**src/rtl/host_bus_master.sv**
```systemverilog
`default_nettype none
// ============================================================================
// Module   : host_bus_master
// Brief    : Valid/ready request to one async-SRAM-style host bus cycle.
//            Define HOST_BUS_WAIT_EN to add HOST_nWAIT strobe extension.
// Revision : 1.0 - initial release
// ============================================================================
module host_bus_master #(
    parameter int SETUP_CYC  = 2,
    parameter int STROBE_CYC = 4,
    parameter int HOLD_CYC   = 2,
    parameter int TURN_CYC   = 1
) (
    input  logic        clk,
    input  logic        nRESET,
    input  logic        req_valid,
    output logic        req_ready,
    input  logic        req_write,
    input  logic [20:0] req_addr,
    input  logic [15:0] req_wdata,
    output logic        rsp_valid,
    output logic [15:0] rsp_rdata,
    output logic        busy,
    output logic        HOST_nCS,
    output logic        HOST_nOE,
    output logic        HOST_nWE,
    output logic [20:0] HOST_ADD,
    output logic [15:0] HDI,
    input  logic [15:0] HDO
`ifdef HOST_BUS_WAIT_EN
    ,
    input  logic        HOST_nWAIT
`endif
);

    // Counter reload values are (effective length - 1) after clamping.
    localparam logic [15:0] c_setup_ld  = 16'((SETUP_CYC  < 1) ? 0 : SETUP_CYC  - 1);
    localparam logic [15:0] c_strobe_ld = 16'((STROBE_CYC < 2) ? 1 : STROBE_CYC - 1);
    localparam logic [15:0] c_hold_ld   = 16'((HOLD_CYC   < 1) ? 0 : HOLD_CYC   - 1);
    localparam logic [15:0] c_turn_ld   = 16'((TURN_CYC   < 1) ? 0 : TURN_CYC   - 1);

    typedef enum logic [2:0] {
        S_IDLE   = 3'd0,
        S_SETUP  = 3'd1,
        S_STROBE = 3'd2,
        S_HOLD   = 3'd3,
        S_TURN   = 3'd4
    } state_t;

    state_t      r_state;
    state_t      w_state_nx;
    logic [15:0] r_count;
    logic [15:0] w_count_nx;
    logic        r_write;
    logic        r_ncs;
    logic        r_noe;
    logic        r_nwe;
    logic        r_rsp_valid;
    logic        r_busy;
    logic        r_ready;
    logic [20:0] r_add;
    logic [15:0] r_hdi;
    logic [15:0] r_rdata;
    logic        w_cnt_zero;
    logic        w_wait_ok;
    logic        w_accept;
    logic        w_capture;
    logic        w_ncs_nx;
    logic        w_noe_nx;
    logic        w_nwe_nx;
    logic        w_rsp_valid_nx;

`ifdef HOST_BUS_WAIT_EN
    assign w_wait_ok = HOST_nWAIT;
`else
    assign w_wait_ok = 1'b1;
`endif

    assign w_cnt_zero = (r_count == 16'd0);

    always_comb begin
        w_state_nx     = r_state;
        w_count_nx     = r_count;
        w_accept       = 1'b0;
        unique case (r_state)
            S_IDLE: begin
                if (req_valid && r_ready) begin
                    w_accept   = 1'b1;
                    w_state_nx = S_SETUP;
                    w_count_nx = c_setup_ld;
                end
            end
            S_SETUP: begin
                if (w_cnt_zero) begin
                    w_state_nx = S_STROBE;
                    w_count_nx = c_strobe_ld;
                end else begin
                    w_count_nx = r_count - 16'd1;
                end
            end
            S_STROBE: begin
                // Count parks at zero while the responder holds off with nWAIT.
                if (!w_cnt_zero) begin
                    w_count_nx = r_count - 16'd1;
                end else if (w_wait_ok) begin
                    w_state_nx = S_HOLD;
                    w_count_nx = c_hold_ld;
                end
            end
            S_HOLD: begin
                if (w_cnt_zero) begin
                    w_state_nx = S_TURN;
                    w_count_nx = c_turn_ld;
                end else begin
                    w_count_nx = r_count - 16'd1;
                end
            end
            S_TURN: begin
                if (w_cnt_zero) begin
                    w_state_nx = S_IDLE;
                    w_count_nx = 16'd0;
                end else begin
                    w_count_nx = r_count - 16'd1;
                end
            end
            default: begin
                w_state_nx = S_IDLE;
                w_count_nx = 16'd0;
            end
        endcase

        // Bus levels follow the state being entered so they change on the same edge.
        w_ncs_nx       = !(w_state_nx inside {S_SETUP, S_STROBE, S_HOLD});
        w_noe_nx       = !((w_state_nx == S_STROBE) && !r_write);
        w_nwe_nx       = !((w_state_nx == S_STROBE) && r_write);
        w_rsp_valid_nx = (r_state == S_HOLD) && (w_state_nx == S_TURN);
        w_capture      = (r_state == S_STROBE) && (w_state_nx == S_HOLD) && !r_write;
    end

    always_ff @(posedge clk or negedge nRESET) begin
        if (!nRESET) begin
            r_state     <= S_IDLE;
            r_count     <= 16'd0;
            r_write     <= 1'b0;
            r_ncs       <= 1'b1;
            r_noe       <= 1'b1;
            r_nwe       <= 1'b1;
            r_rsp_valid <= 1'b0;
            r_busy      <= 1'b0;
            r_ready     <= 1'b1;
            r_add       <= 21'd0;
            r_hdi       <= 16'd0;
            r_rdata     <= 16'd0;
        end else begin
            r_state     <= w_state_nx;
            r_count     <= w_count_nx;
            r_ncs       <= w_ncs_nx;
            r_noe       <= w_noe_nx;
            r_nwe       <= w_nwe_nx;
            r_rsp_valid <= w_rsp_valid_nx;
            r_busy      <= (w_state_nx != S_IDLE);
            r_ready     <= (w_state_nx == S_IDLE);
            if (w_accept) begin
                r_write <= req_write;
                r_add   <= req_addr;
                if (req_write) begin
                    r_hdi <= req_wdata;
                end
            end
            if (w_capture) begin
                r_rdata <= HDO;
            end
        end
    end

    assign req_ready = r_ready;
    assign busy      = r_busy;
    assign rsp_valid = r_rsp_valid;
    assign rsp_rdata = r_rdata;
    assign HOST_nCS  = r_ncs;
    assign HOST_nOE  = r_noe;
    assign HOST_nWE  = r_nwe;
    assign HOST_ADD  = r_add;
    assign HDI       = r_hdi;

endmodule
`default_nettype wire
```
**config.mk**
```make
export PLATFORM = sky130hd
export DESIGN_NAME = host_bus_master
export DESIGN_NICKNAME = d
export VERILOG_FILES = /design/src/rtl/host_bus_master.sv
export SDC_FILE = /design/constraint.sdc
export NUM_CORES = 1
export LEC_CHECK = 0
export ABC_AREA = 1
export ABC_CLOCK_PERIOD_IN_PS = 1800
export BUFFER_PORTS_ARGS = -buffer_cell sky130_fd_sc_hd__buf_2
export CORE_ASPECT_RATIO = 0.8
export CORE_MARGIN = 2
export CORE_UTILIZATION = 50
export DETAILED_ROUTE_END_ITERATION = 10
export PLACE_DENSITY = 0.77
export SLEW_MARGIN = 20
export SYNTH_ARGS = -nofsm -noshare
export SYNTH_HDL_FRONTEND = slang
export SYNTH_SLANG_ARGS = --single-unit
```
**constraint.sdc**
```tcl
create_clock -name clk -period 1.8 [get_ports clk]
set_input_delay 0.36 -clock clk [delete_from_list [all_inputs] [get_ports clk]]
set_output_delay 0.36 -clock clk [all_outputs]
set_load 0.02 [all_outputs]
```
# Word-level counts from Yosys, hierarchy flattened
# Index checks and enable logic that the tools add are counted.
[word_totals]
regBits = 79
out_inout_bits = 59
[op_classes]
n_addsub = 1
n_eq_ne = 9
n_mux = 13
reduce_logical = 17
[op_table]
columns = ["operator", "n"]
rows = [
  ["16-bit 2-to-1 mux", 4],
  ["16-bit case mux with 4 select lines", 1],
  ["16-bit zero test", 1],
  ["16-bit by 1-bit subtractor with 16-bit output (second input constant)", 1],
  ["3-bit 2-to-1 mux", 5],
  ["3-bit case mux with 5 select lines", 1],
  ["3-bit by 2-bit == test with 1-bit output (second input constant)", 4],
  ["3-bit by 1-bit == test with 1-bit output (second input constant)", 2],
  ["3-bit == test (second input constant)", 2],
  ["1-bit logical AND", 6],
  ["3-bit zero test", 2],
  ["3-bit nonzero test", 2],
  ["1-bit zero test", 4],
  ["1-bit 2-to-1 mux", 2],
  ["2-bit != test (second input constant)", 1],
  ["2-bit AND reduction", 1],
  ["2-bit OR reduction", 1],
]

# Longest topological paths before layout
# Gate-level depths: netlist (run 1).
[depth]
depth_word = 6
depth_mapped = 10
depth_no_buf = 10

# Worst setup path after synthesis (run 1)
# Ideal clock, no wire load.
[synth_path]
kind = "register to register"
start = "reg r_ready (netlist: req_ready)"
end = "reg r_hdi[0] (netlist: HDI[0])"
setup_time_ns = 0.125
arrival_time_ns = 1.431
required_ns = 1.675
setup_slack_ns = 0.244
stages_incl_launch_ff = 6
path_buffers = 1
synth_period_minus_slack_ns = 1.556
cell_sequence = "dfstp_2 -> nand2_1 -> nor2_8 -> nand2_4 -> buf_6 -> mux2_4"
[synth_via]
elab_chain_cells = 4
[synth_lines]
columns = ["element", "line", "rtl"]
rows = [
  ["from (decl)", "60", "logic r_ready;"],
  ["from (signal assigned)", "162", "r_ready <= (w_state_nx == S_IDLE);"],
  ["1-bit logical AND", "87", "if (req_valid && r_ready) begin"],
  ["1-bit 2-to-1 mux", "87", ""],
  ["1-bit 2-to-1 mux", "85", "unique case (r_state)"],
  ["2-bit AND reduction (no source line)", "-", ""],
  ["to (signal assigned)", "167", "r_hdi <= req_wdata;"],
  ["to (decl)", "62", "logic [15:0] r_hdi;"],
]
# No other way between the ends.
# A chain may end at the register's enable or synchronous reset.

# Worst setup path in the final report (run 1)
[layout_path]
start = "reg r_count[0]"
end = "reg r_rdata[4] (netlist: rsp_rdata[4])"
[layout_via]
elab_chain_cells = 6
[layout_lines]
columns = ["element", "line", "rtl"]
rows = [
  ["from (decl)", "52", "logic [15:0] r_count;"],
  ["from (signal assigned)", "156", "r_count <= w_count_nx;"],
  ["16-bit zero test *", "79", "assign w_cnt_zero = (r_count == 16'd0);"],
  ["3-bit 2-to-1 mux, on equally long branches", "-", ""],
  ["3-bit case mux with 5 select lines *", "85", ""],
  ["3-bit by 2-bit == test with 1-bit output *", "137", "w_capture = (r_state == S_STROBE) && (w_state_nx == S_HOLD) && !r_write;"],
  ["1-bit logical AND * (2 in series)", "137", ""],
  ["to (signal assigned)", "153", "r_rdata <= 16'd0;"],
  ["to (signal assigned)", "171", "r_rdata <= HDO;"],
  ["to (decl)", "63", "logic [15:0] r_rdata;"],
]
# Every way passes the cells marked *; elsewhere a longest branch is shown, timed or not.

==> results of run 1 <==
-- final cells by class --
cell class,count,area [µm²],area share (%)
Clock inverter,7,57.6,1.30
Timing Repair Buffer,122,658,14.8
Inverter,41,154,3.47
Multi-Input combinational cell,249,1350,30.5
Sequential cell,79,1980,44.7
Clock buffer,9,124,2.79
Tap cell,87,109,2.45
-- through the flow --
step	util [%]	setup WS, ns	hold slack (ns)	total power, W
final	64.4	0.157	0.196	0.00310
after global routing	64.4	0.00346	0.195	0.00322
after CTS	64.2	0.132	0.181	0.00314
after detailed placement	61.4	0.146	0.258	0.00192
after global placement	61.4	0.214	0.255	0.00192
after floorplan	-	0.244	0.0644	0.00182
-- power by group through the flow --
| stage | clock network, W | registers, W | logic, W |
|---|---|---|---|
| final | 0.00121 | 0.00177 | 0.000112 |
| after global routing | 0.00131 | 0.00177 | 0.000128 |
| after CTS | 0.00125 | 0.00177 | 0.000116 |
| after detailed placement | 0 | 0.00181 | 0.000114 |
| after global placement | 0 | 0.00181 | 0.000111 |
| after floorplan | 0 | 0.00181 | 0.00000998 |
-- worst max-delay path: stages, from the launching register on --
cell	delay (ns)
dfrtp_1	0.38
inv_1	0.12
ha_1	0.21
nand2_1	0.07
nor2_2	0.13
nand2_1	0.13
nand2_2	0.12
nand3_4	0.07
buf_12	0.17
nand2_1	0.08
o21ai_2	0.05
-- Yosys cell counts, drive strengths merged, types with 3 or more instances --
| library cell | instances |
|---|---|
| nand2 | 123 |
| xor2 | 8 |
| inv | 41 |
| a21oi | 4 |
| buf | 5 |
| mux2 | 16 |
| nand3 | 17 |
| dfstp | 4 |
| dfrtp | 75 |
| nor3 | 3 |
| nor2 | 48 |
| clkbuf | 4 |
| o21ai | 22 |
-- per-layer routing --
metal | routed length [µm] | vias up | GRT usage (%)
li1 | - | 1419 | -
met5 | 0 | - | 0
met2 | 3680 | 93 | 34.3
met3 | 533 | 4 | 8.27
met1 | 3260 | 1327 | 25.5
met4 | 42 | 0 | 5.07
-- final timing paths --
check                             startpoint            to
worst min-delay path            req_addr[10]  HOST_ADD[10]
min in group asynchronous             nRESET  HOST_ADD[17]
max in group asynchronous             nRESET      HOST_nWE
worst max register to register    r_count[0]  rsp_rdata[4]
worst max-delay path              r_count[0]  rsp_rdata[4]
worst min register to register       r_write      HOST_nWE
-- timing repair --
action / in CTS / in global routing
resized for setup: 0 / 4
setup endpoints to repair: 0 / 26
hold endpoints to repair: 19 / 0
hold buffers: 1 / 0
-- flip-flops by register name, summed over array words and instances (netlist names) --
register and flops:
HDI 16, HOST_ADD 21, HOST_nCS 1, HOST_nOE 1, HOST_nWE 1, busy 1
r_count 16, r_state 3, r_write 1, req_ready 1, rsp_rdata 16, rsp_valid 1
-- cell families (layout without fill, tap and decap cells) --
logic type      count (synthesis)  in the layout  synth area share, %
buf+inv                        50            179                 6.35
fa+ha+maj                       2              2                0.705
flops                          79             79                 55.9
simple gates                  193            193                 23.3
mux                            16             16                 6.03
xor+xnor                        9              9                 2.22
compound gates                 29             29                 5.50
==> impl_metrics.py, run 1 <==
metrics = {
    "status": {
        "status": "finished, final reports clean",
    },
    "timing": {
        "finalCritPeriodShare_pct": 91.3,
        "finalHoldViolations": 0,
        "worst_slew_pin_slew_ns": 0.344,
        "finalSetupViolations": 0,
        "slew_headroom_pct": 76.9,
        "slew_viol_final": 0,
        "final.setup.tns_ns": 0,
        "finClkSkew_ns": 0.0101,
        "min_period_ns": 1.64,
        "grt_setup_unrepaired": "false",
        "max_freq_mhz": 609,
    },
    "clock_network": {
        "cts_root_buf": "clkbuf_8",
        "insertion_delay_ns": 0.36,
        "cts_buffer_depth": 2,
        "numClockSinks": 79,
        "clkTransAtPathRegs_ns": 0.09,
        "htreeDepth": 3,
        "cts_tree": "done",
        "cts_setup_buffers": 0,
        "cts_made_buffers": 9,
    },
    "final_layout": {
        "layout-drive-gt1-share_pct": 37.1,
        "final_cell_mix": "nand2_1 (117), buf_2 (114), dfrtp_1 (75)",
        "fin_area_um2": 4440,
        "nNetsFinal": 561,
        "finalNonFillerCells": 594,
        "area_growth_pct": 25.0,
        "num_antenna_cells": 0,
        "fillers": 610,
        "layout_commonest_cell": "nand2_1",
    },
    "detailed_routing": {
        "drc_errors": 0,
        "avgRoutedWirePerCell_um": 12.7,
        "via_count": 2843,
        "drt_pass1_iterations": 5,
        "antenna_left": 0,
        "wl_um": 7520,
        "vias_per_cell": 4.79,
        "drt-initial-drc-count": 173,
    },
    "synthesis": {
        "synth_top_cell_by_area": "dfrtp_1",
        "synthDistinctLibCells": 29,
        "ys_ff_latch": 79,
        "ys_top_cells_by_area": "dfrtp_1 (53%), nand2_1 (13%), nor2_1 (4.3%)",
        "syn_area_um2": 3550,
        "avgSynthCellArea_um2": 9.39,
        "ys_async_sr_fraction_pct": 100,
        "synth_edf_count": 0,
        "yosys_most_used_dff": "dfrtp_1",
        "synth_fp_nets": 437,
        "yosysTopAreaCellShare_pct": 52.9,
        "yosysWarnings": 0,
        "netlist_instances": 378,
        "yosysSeqAreaShare_pct": 55.9,
    },
    "critical_path": {
        "cp_max_fo": 32,
        "endpoint_kind": "register",
        "cp.required_ns": 2.05,
        "rrSetupSlack_ns": 0.16,
        "arrival_ns": 1.89,
        "critPathLaunchType": "register",
        "r2r.worst_path.cells": 10,
        "path_class": "register to register",
    },
    "power_and_ir_drop": {
        "p_sw_w": 0.000757,
        "power_density_nw_per_um2": 699,
        "leakage_nw": 2.54,
        "max-vdd-ir-drop_v": 0.000560,
        "p_int_w": 0.00234,
        "clockPowerShare_pct": 39.2,
        "p_comb_share_pct": 3.6,
        "power_frac_seq_pct": 57.2,
        "netSwitchingFraction_pct": 24.4,
    },
    "floorplanning": {
        "die_area_um2": 7790,
        "io_pins": 116,
        "initial_core_util_pct": 51.5,
        "fp.coreArea_um2": 6890,
        "rows": 27,
        "dieHeight_um": 79.4,
        "die_w_um": 98.2,
    },
    "grt": {
        "overflow": 0,
        "grt_pass1_vias": 2946,
        "antenna_found_initial": 0,
        "track_usage_pct": 20.6,
        "grt_pass1_wl_um": 12900,
        "grt_max_degree": 42,
    },
    "placed_design": {
        "dp.cells": 577,
        "placed_area_um2": 4230,
        "dp.final_hpwl_um": 5720,
        "io_buffers": 115,
        "gp_congestion": 0.860,
    },
    "min_path": {
        "hold_depth": 3,
        "hp-class": "input port to register",
    },
    "run": {
        "max-cap-violations": 0,
    },
}
(Power assumes the default switching activity.)
==> run 2, diff against run 1 <==
--- a/config.mk
+++ b/config.mk
@@ -13,6 +13,7 @@
 export CORE_UTILIZATION = 50
 export DETAILED_ROUTE_END_ITERATION = 10
 export PLACE_DENSITY = 0.77
+export RECOVER_POWER = 100
 export SLEW_MARGIN = 20
 export SYNTH_ARGS = -nofsm -noshare
 export SYNTH_HDL_FRONTEND = slang
==> run 2 against run 1 <==
  * Highest routed layer unchanged
  * Cell count is the same
  * Final area decreased by 3.0%
  * Global-route usage stayed put
  * Largest cell class unchanged
  * Largest power group unchanged
  * Power decreased by 0.25%
==> impl_metrics.py, run 2 (synthesized netlist as in run 1, its figures left out) <==
metrics = {
    "critical_path": {
        "endpoint_kind": "register",
        "cp_max_fo": 32,
        "arrival_ns": 1.89,
        "critPathLaunchType": "register",
        "path_class": "register to register",
        "cp.required_ns": 2.04,
    },
    "final_layout": {
        "final_cell_mix": "nand2_1 (117), dfrtp_1 (75), clkbuf_1 (59)",
        "nNetsFinal": 561,
        "layout_commonest_cell": "nand2_1",
        "layout-drive-gt1-share_pct": 23.1,
        "final_util_pct": 62.4,
        "area_growth_pct": 21.3,
        "fillers": 665,
        "largest_reg_flops": 21,
        "num_antenna_cells": 0,
    },
    "detailed_routing": {
        "drt-initial-drc-count": 200,
        "met2_length_um": 3640,
        "drt_pass1_iterations": 4,
        "drc_errors": 0,
        "avgRoutedWirePerCell_um": 12.6,
        "wl_met3_um": 542,
        "antenna_left": 0,
        "wl_met1_um": 3280,
        "highest_layer": "met4",
        "wl_um": 7500,
        "via_count": 2831,
        "vias_per_cell": 4.77,
    },
    "grt": {
        "grt_pass1_vias": 2946,
        "grt_max_degree": 42,
        "overflow": 0,
        "grt_pass1_wl_um": 12900,
        "antenna_found_initial": 0,
        "track_usage_pct": 20.6,
    },
    "placed_design": {
        "gp_congestion": 0.860,
        "io_buffers": 115,
        "dp.final_hpwl_um": 5720,
    },
    "floorplanning": {
        "rows": 27,
        "die_w_um": 98.2,
        "fp.coreArea_um2": 6890,
        "die_area_um2": 7790,
        "dieHeight_um": 79.4,
        "io_pins": 116,
        "initial_core_util_pct": 51.5,
    },
    "power_and_ir_drop": {
        "power_frac_seq_pct": 57.3,
        "p_int_w": 0.00234,
        "clockPowerShare_pct": 39.2,
        "max-vdd-ir-drop_v": 0.000558,
        "power_density_nw_per_um2": 719,
        "p_sw_w": 0.000754,
        "p_comb_share_pct": 3.4,
        "netSwitchingFraction_pct": 24.4,
        "leakage_nw": 2.32,
    },
    "timing": {
        "min_period_ns": 1.65,
        "slew_headroom_pct": 61.6,
        "finalCritPeriodShare_pct": 91.6,
        "max_freq_mhz": 606,
        "worst_slew_pin_slew_ns": 0.577,
        "slew_viol_final": 0,
        "finalSetupViolations": 0,
        "finClkSkew_ns": 0.00906,
        "finalHoldViolations": 0,
        "grt_setup_unrepaired": "false",
        "final.setup.tns_ns": 0,
    },
    "run": {
        "max-cap-violations": 0,
    },
    "clock_network": {
        "cts_root_buf": "clkbuf_8",
        "cts_made_buffers": 9,
        "htreeDepth": 3,
        "insertion_delay_ns": 0.35,
        "cts_buffer_depth": 2,
        "cts_tree": "done",
        "cts_setup_buffers": 0,
        "clkTransAtPathRegs_ns": 0.09,
        "numClockSinks": 79,
    },
    "min_path": {
        "hp-class": "input port to register",
    },
    "status": {
        "status": "finished, final reports clean",
    },
}
run 2: per-stage QoR:
stage / hold WS (ns) / cells / worst slack (ns) / instance area (µm²) / total power, W
finish: 0.198 / 594 / 0.151 / 4300 / 0.00309
global placement: 0.255 / 577 / 0.214 / 4230 / 0.00192
detailed placement: 0.258 / 577 / 0.146 / 4230 / 0.00192
global route: 0.195 / 594 / 0.00349 / 4300 / 0.00321
floorplan: 0.0644 / 378 / 0.244 / 3550 / 0.00182
CTS: 0.181 / 594 / 0.132 / 4430 / 0.00314
run 2: area by class of cell:
cell class	instances	area (µm²)	area share (%)
Sequential cell	79	1980	46.1
Clock inverter	7	57.6	1.34
Inverter	41	154	3.58
Timing Repair Buffer	122	567	13.2
Tap cell	87	109	2.53
Clock buffer	9	124	2.88
Multi-Input combinational cell	249	1310	30.4
run 2: timing repair:
action | in CTS | in global routing
endpoints found under the hold margin | 19 | 0
endpoints found under the setup margin | 0 | 26
hold buffers | 1 | 0
resized for setup | 0 | 4
run 2: power groups by stage:
stage | clock network (W) | logic [W] | registers [W]
after global routing | 0.00131 | 0.000122 | 0.00177
after CTS | 0.00125 | 0.000116 | 0.00177
after floorplan | 0 | 0.00000998 | 0.00181
final | 0.00121 | 0.000106 | 0.00177
after global placement | 0 | 0.000111 | 0.00181
after detailed placement | 0 | 0.000114 | 0.00181
run 2: routing by layer:
layer	track usage, %	up-vias
li1	-	1418
met1	25.5	1317
met2	34.3	92
met3	8.27	4
met4	5.07	0
met5	0	-
run 2: final timing paths:
path | start | endpoint | slack, ns | depth (start not counted)
max in group asynchronous | nRESET | rsp_rdata[14] | 0.51 | 3
min in group asynchronous | nRESET | HOST_ADD[20] | 0.41 | 2
min reg2reg | r_write | HOST_nWE | 0.42 | 1
max | r_count[0] | rsp_rdata[3] | 0.15 | 10
min | req_addr[10] | HOST_ADD[10] | 0.20 | 3
max reg2reg | r_count[0] | rsp_rdata[3] | 0.15 | 10
run 2: worst max-delay path, stage by stage, from the launching register on:
cell and delay (ns):
dfrtp_1 0.38, inv_1 0.12, ha_1 0.21, nand2_1 0.07, nor2_2 0.13, nand2_1 0.13, nand2_2 0.12, nand3_4 0.07
buf_12 0.17, nand2_1 0.06, o21ai_1 0.06
==> run 3, diff against run 2 <==
--- a/config.mk
+++ b/config.mk
@@ -11,8 +11,9 @@
 export CORE_ASPECT_RATIO = 0.8
 export CORE_MARGIN = 2
 export CORE_UTILIZATION = 50
+export CTS_BUF_LIST = sky130_fd_sc_hd__clkbuf_16
 export DETAILED_ROUTE_END_ITERATION = 10
-export PLACE_DENSITY = 0.77
+export PLACE_DENSITY = 0.84
 export RECOVER_POWER = 100
 export SLEW_MARGIN = 20
 export SYNTH_ARGS = -nofsm -noshare
==> run 3 against run 2 <==
  * Power grew 16%
  * Die area unchanged
  * Clock power increased by 42%
  * Global-route usage shrank 0.084 points
  * Final area rose by 2.2%
  * Highest routed layer unchanged
  * Sequential share of layout area decreased by 1.0 points
  * Cell count is 0.17% lower
  * First-iteration DRC count is 38% lower
  * Largest cell class unchanged
  * Core utilization increased by 1.4 points
  * Hold slack better by 0.026 ns
==> impl_metrics.py, run 3 (synthesized netlist as in run 1, its figures left out) <==
metrics = {
    "detailed_routing": {
        "wl_um": 7550,
        "met2_length_um": 3600,
        "drt-initial-drc-count": 125,
        "avgRoutedWirePerCell_um": 12.7,
        "drt_pass1_iterations": 4,
        "vias_per_cell": 4.78,
        "wl_met3_um": 539,
        "highest_layer": "met4",
        "wl_met1_um": 3330,
        "via_count": 2832,
        "antenna_left": 0,
        "drc_errors": 0,
    },
    "power_and_ir_drop": {
        "p_int_w": 0.00279,
        "leakage_nw": 2.36,
        "p_sw_w": 0.000809,
        "max-vdd-ir-drop_v": 0.000449,
        "netSwitchingFraction_pct": 22.5,
        "power_density_nw_per_um2": 818,
        "power_frac_seq_pct": 49.4,
        "p_comb_share_pct": 2.9,
        "fin_total_pwr_w": 0.00360,
        "clockPowerShare_pct": 47.7,
    },
    "timing": {
        "max_freq_mhz": 586,
        "finClkSkew_ns": 0.00920,
        "slew_viol_final": 0,
        "finalSetupViolations": 0,
        "fin_ws_ns": 0.0943,
        "grt_setup_unrepaired": "false",
        "final.setup.tns_ns": 0,
        "finalHoldViolations": 0,
        "min_period_ns": 1.71,
        "holdWs_ns": 0.224,
        "worst_slew_pin_slew_ns": 0.896,
        "finalCritPeriodShare_pct": 94.8,
        "slew_headroom_pct": 40.3,
    },
    "critical_path": {
        "arrival_ns": 1.92,
        "path_class": "register to register",
        "path_buf_inv": 2,
        "crit_path_top_delay_cell": "dfrtp_1",
        "cp.required_ns": 2.01,
        "critical_path.top_delay_family": "simple AND/OR/NAND/NOR gates",
        "cp_max_fo": 32,
        "r2r-start": "r_count[0]",
        "crit_path_start": "r_count[0]",
        "critPathLaunchType": "register",
        "critPathMaxStageDelay_ns": 0.40,
        "endpoint_kind": "register",
        "cp_cell_sequence": "inv_2 > ha_1 > nand2_1 > nor2_1 > nand2_1 > nand2_2 > nand3_4 > buf_12 > nand2_1 > o21ai_0",
        "worst_path_most_repeated_cell": "nand2_1",
    },
    "placed_design": {
        "post-place-ws_ns": 0.109,
        "io_buffers": 115,
        "dp.cells": 576,
        "gp_congestion": 0.919,
        "dp.final_hpwl_um": 5610,
    },
    "final_layout": {
        "fillers": 615,
        "num_antenna_cells": 0,
        "layout_commonest_cell": "nand2_1",
        "nNetsFinal": 560,
        "largest_reg_flops": 21,
        "layout-drive-gt1-share_pct": 23.1,
        "area_growth_pct": 23.9,
        "finalNonFillerCells": 593,
        "final_cell_mix": "nand2_1 (117), dfrtp_1 (75), clkbuf_1 (59)",
    },
    "grt": {
        "grt_max_degree": 38,
        "grt_pass1_vias": 2737,
        "antenna_found_initial": 0,
        "grt_pass1_wl_um": 12700,
        "track_usage_pct": 20.5,
        "overflow": 0,
    },
    "floorplanning": {
        "dieHeight_um": 79.4,
        "rows": 27,
        "initial_core_util_pct": 51.5,
        "io_pins": 116,
        "die_w_um": 98.2,
        "die_area_um2": 7790,
        "fp.coreArea_um2": 6890,
    },
    "clock_network": {
        "insertion_delay_ns": 0.33,
        "numClockSinks": 79,
        "cts_buffer_depth": 2,
        "cts_setup_buffers": 0,
        "cts_tree": "done",
        "cts_made_buffers": 9,
        "htreeDepth": 3,
        "clkTransAtPathRegs_ns": 0.07,
        "cts_root_buf": "clkbuf_16",
    },
    "min_path": {
        "hp-start": "req_addr[2]",
        "hp-class": "input port to register",
    },
    "run": {
        "max-cap-violations": 0,
    },
    "status": {
        "status": "finished, final reports clean",
    },
}
-- run 3: worst paths after layout --
kind / to / slack (ns) / depth (start not counted)
max in group asynchronous: r_count[12] / 0.32 / 3
hold / removal: HOST_ADD[2] / 0.22 / 3
setup / recovery: rsp_rdata[1] / 0.09 / 10
min in group asynchronous: HOST_ADD[11] / 0.68 / 2
hold reg to reg: HOST_nWE / 0.40 / 1
setup reg to reg: rsp_rdata[1] / 0.09 / 10
-- run 3: metal layers --
| layer | global-route usage [%] | vias up |
|---|---|---|
| met5 | 0 | - |
| li1 | - | 1424 |
| met3 | 7.04 | 7 |
| met1 | 27.2 | 1287 |
| met2 | 32.7 | 114 |
| met4 | 5.62 | 0 |
-- run 3: worst register-to-register path, stage by stage, from the launching register on --
cell     delay (ns)
dfrtp_1        0.40
inv_2          0.09
ha_1           0.21
nand2_1        0.07
nor2_1         0.16
nand2_1        0.15
nand2_2        0.12
nand3_4        0.07
buf_12         0.17
nand2_1        0.08
o21ai_0        0.07
-- run 3: power by group through the flow --
stage | logic, W | clock network (W) | registers (W)
global placement | 0.000110 | 0 | 0.00181
floorplan | 0.00000998 | 0 | 0.00181
finish | 0.000105 | 0.00172 | 0.00178
global route | 0.000122 | 0.00185 | 0.00177
detailed placement | 0.000114 | 0 | 0.00181
CTS | 0.000116 | 0.00177 | 0.00178
-- run 3: what timing repair did --
item	CTS	global route
endpoints found under the hold margin	19	0
gates resized for setup	0	9
hold buffers	1	0
endpoints found under the setup margin	0	28
-- run 3: cell type report --
cell class	count	area, µm²	share of cell area, %
sequential	79	1980	45.1
tap	87	109	2.48
clock inverter	7	61.3	1.39
clock buffer	9	225	5.12
timing repair buffer	121	561	12.7
inverter	41	156	3.56
multi-input combinational	249	1300	29.6
-- run 3: metrics by stage --
stage	instance area (µm²)	utilization (%)
6_report	4400	63.8
5_1_grt	4400	63.8
4_1_cts	4520	65.6
3_5_place_dp	4230	61.3
3_3_place_gp	4230	61.3
2_1_floorplan	3550	-
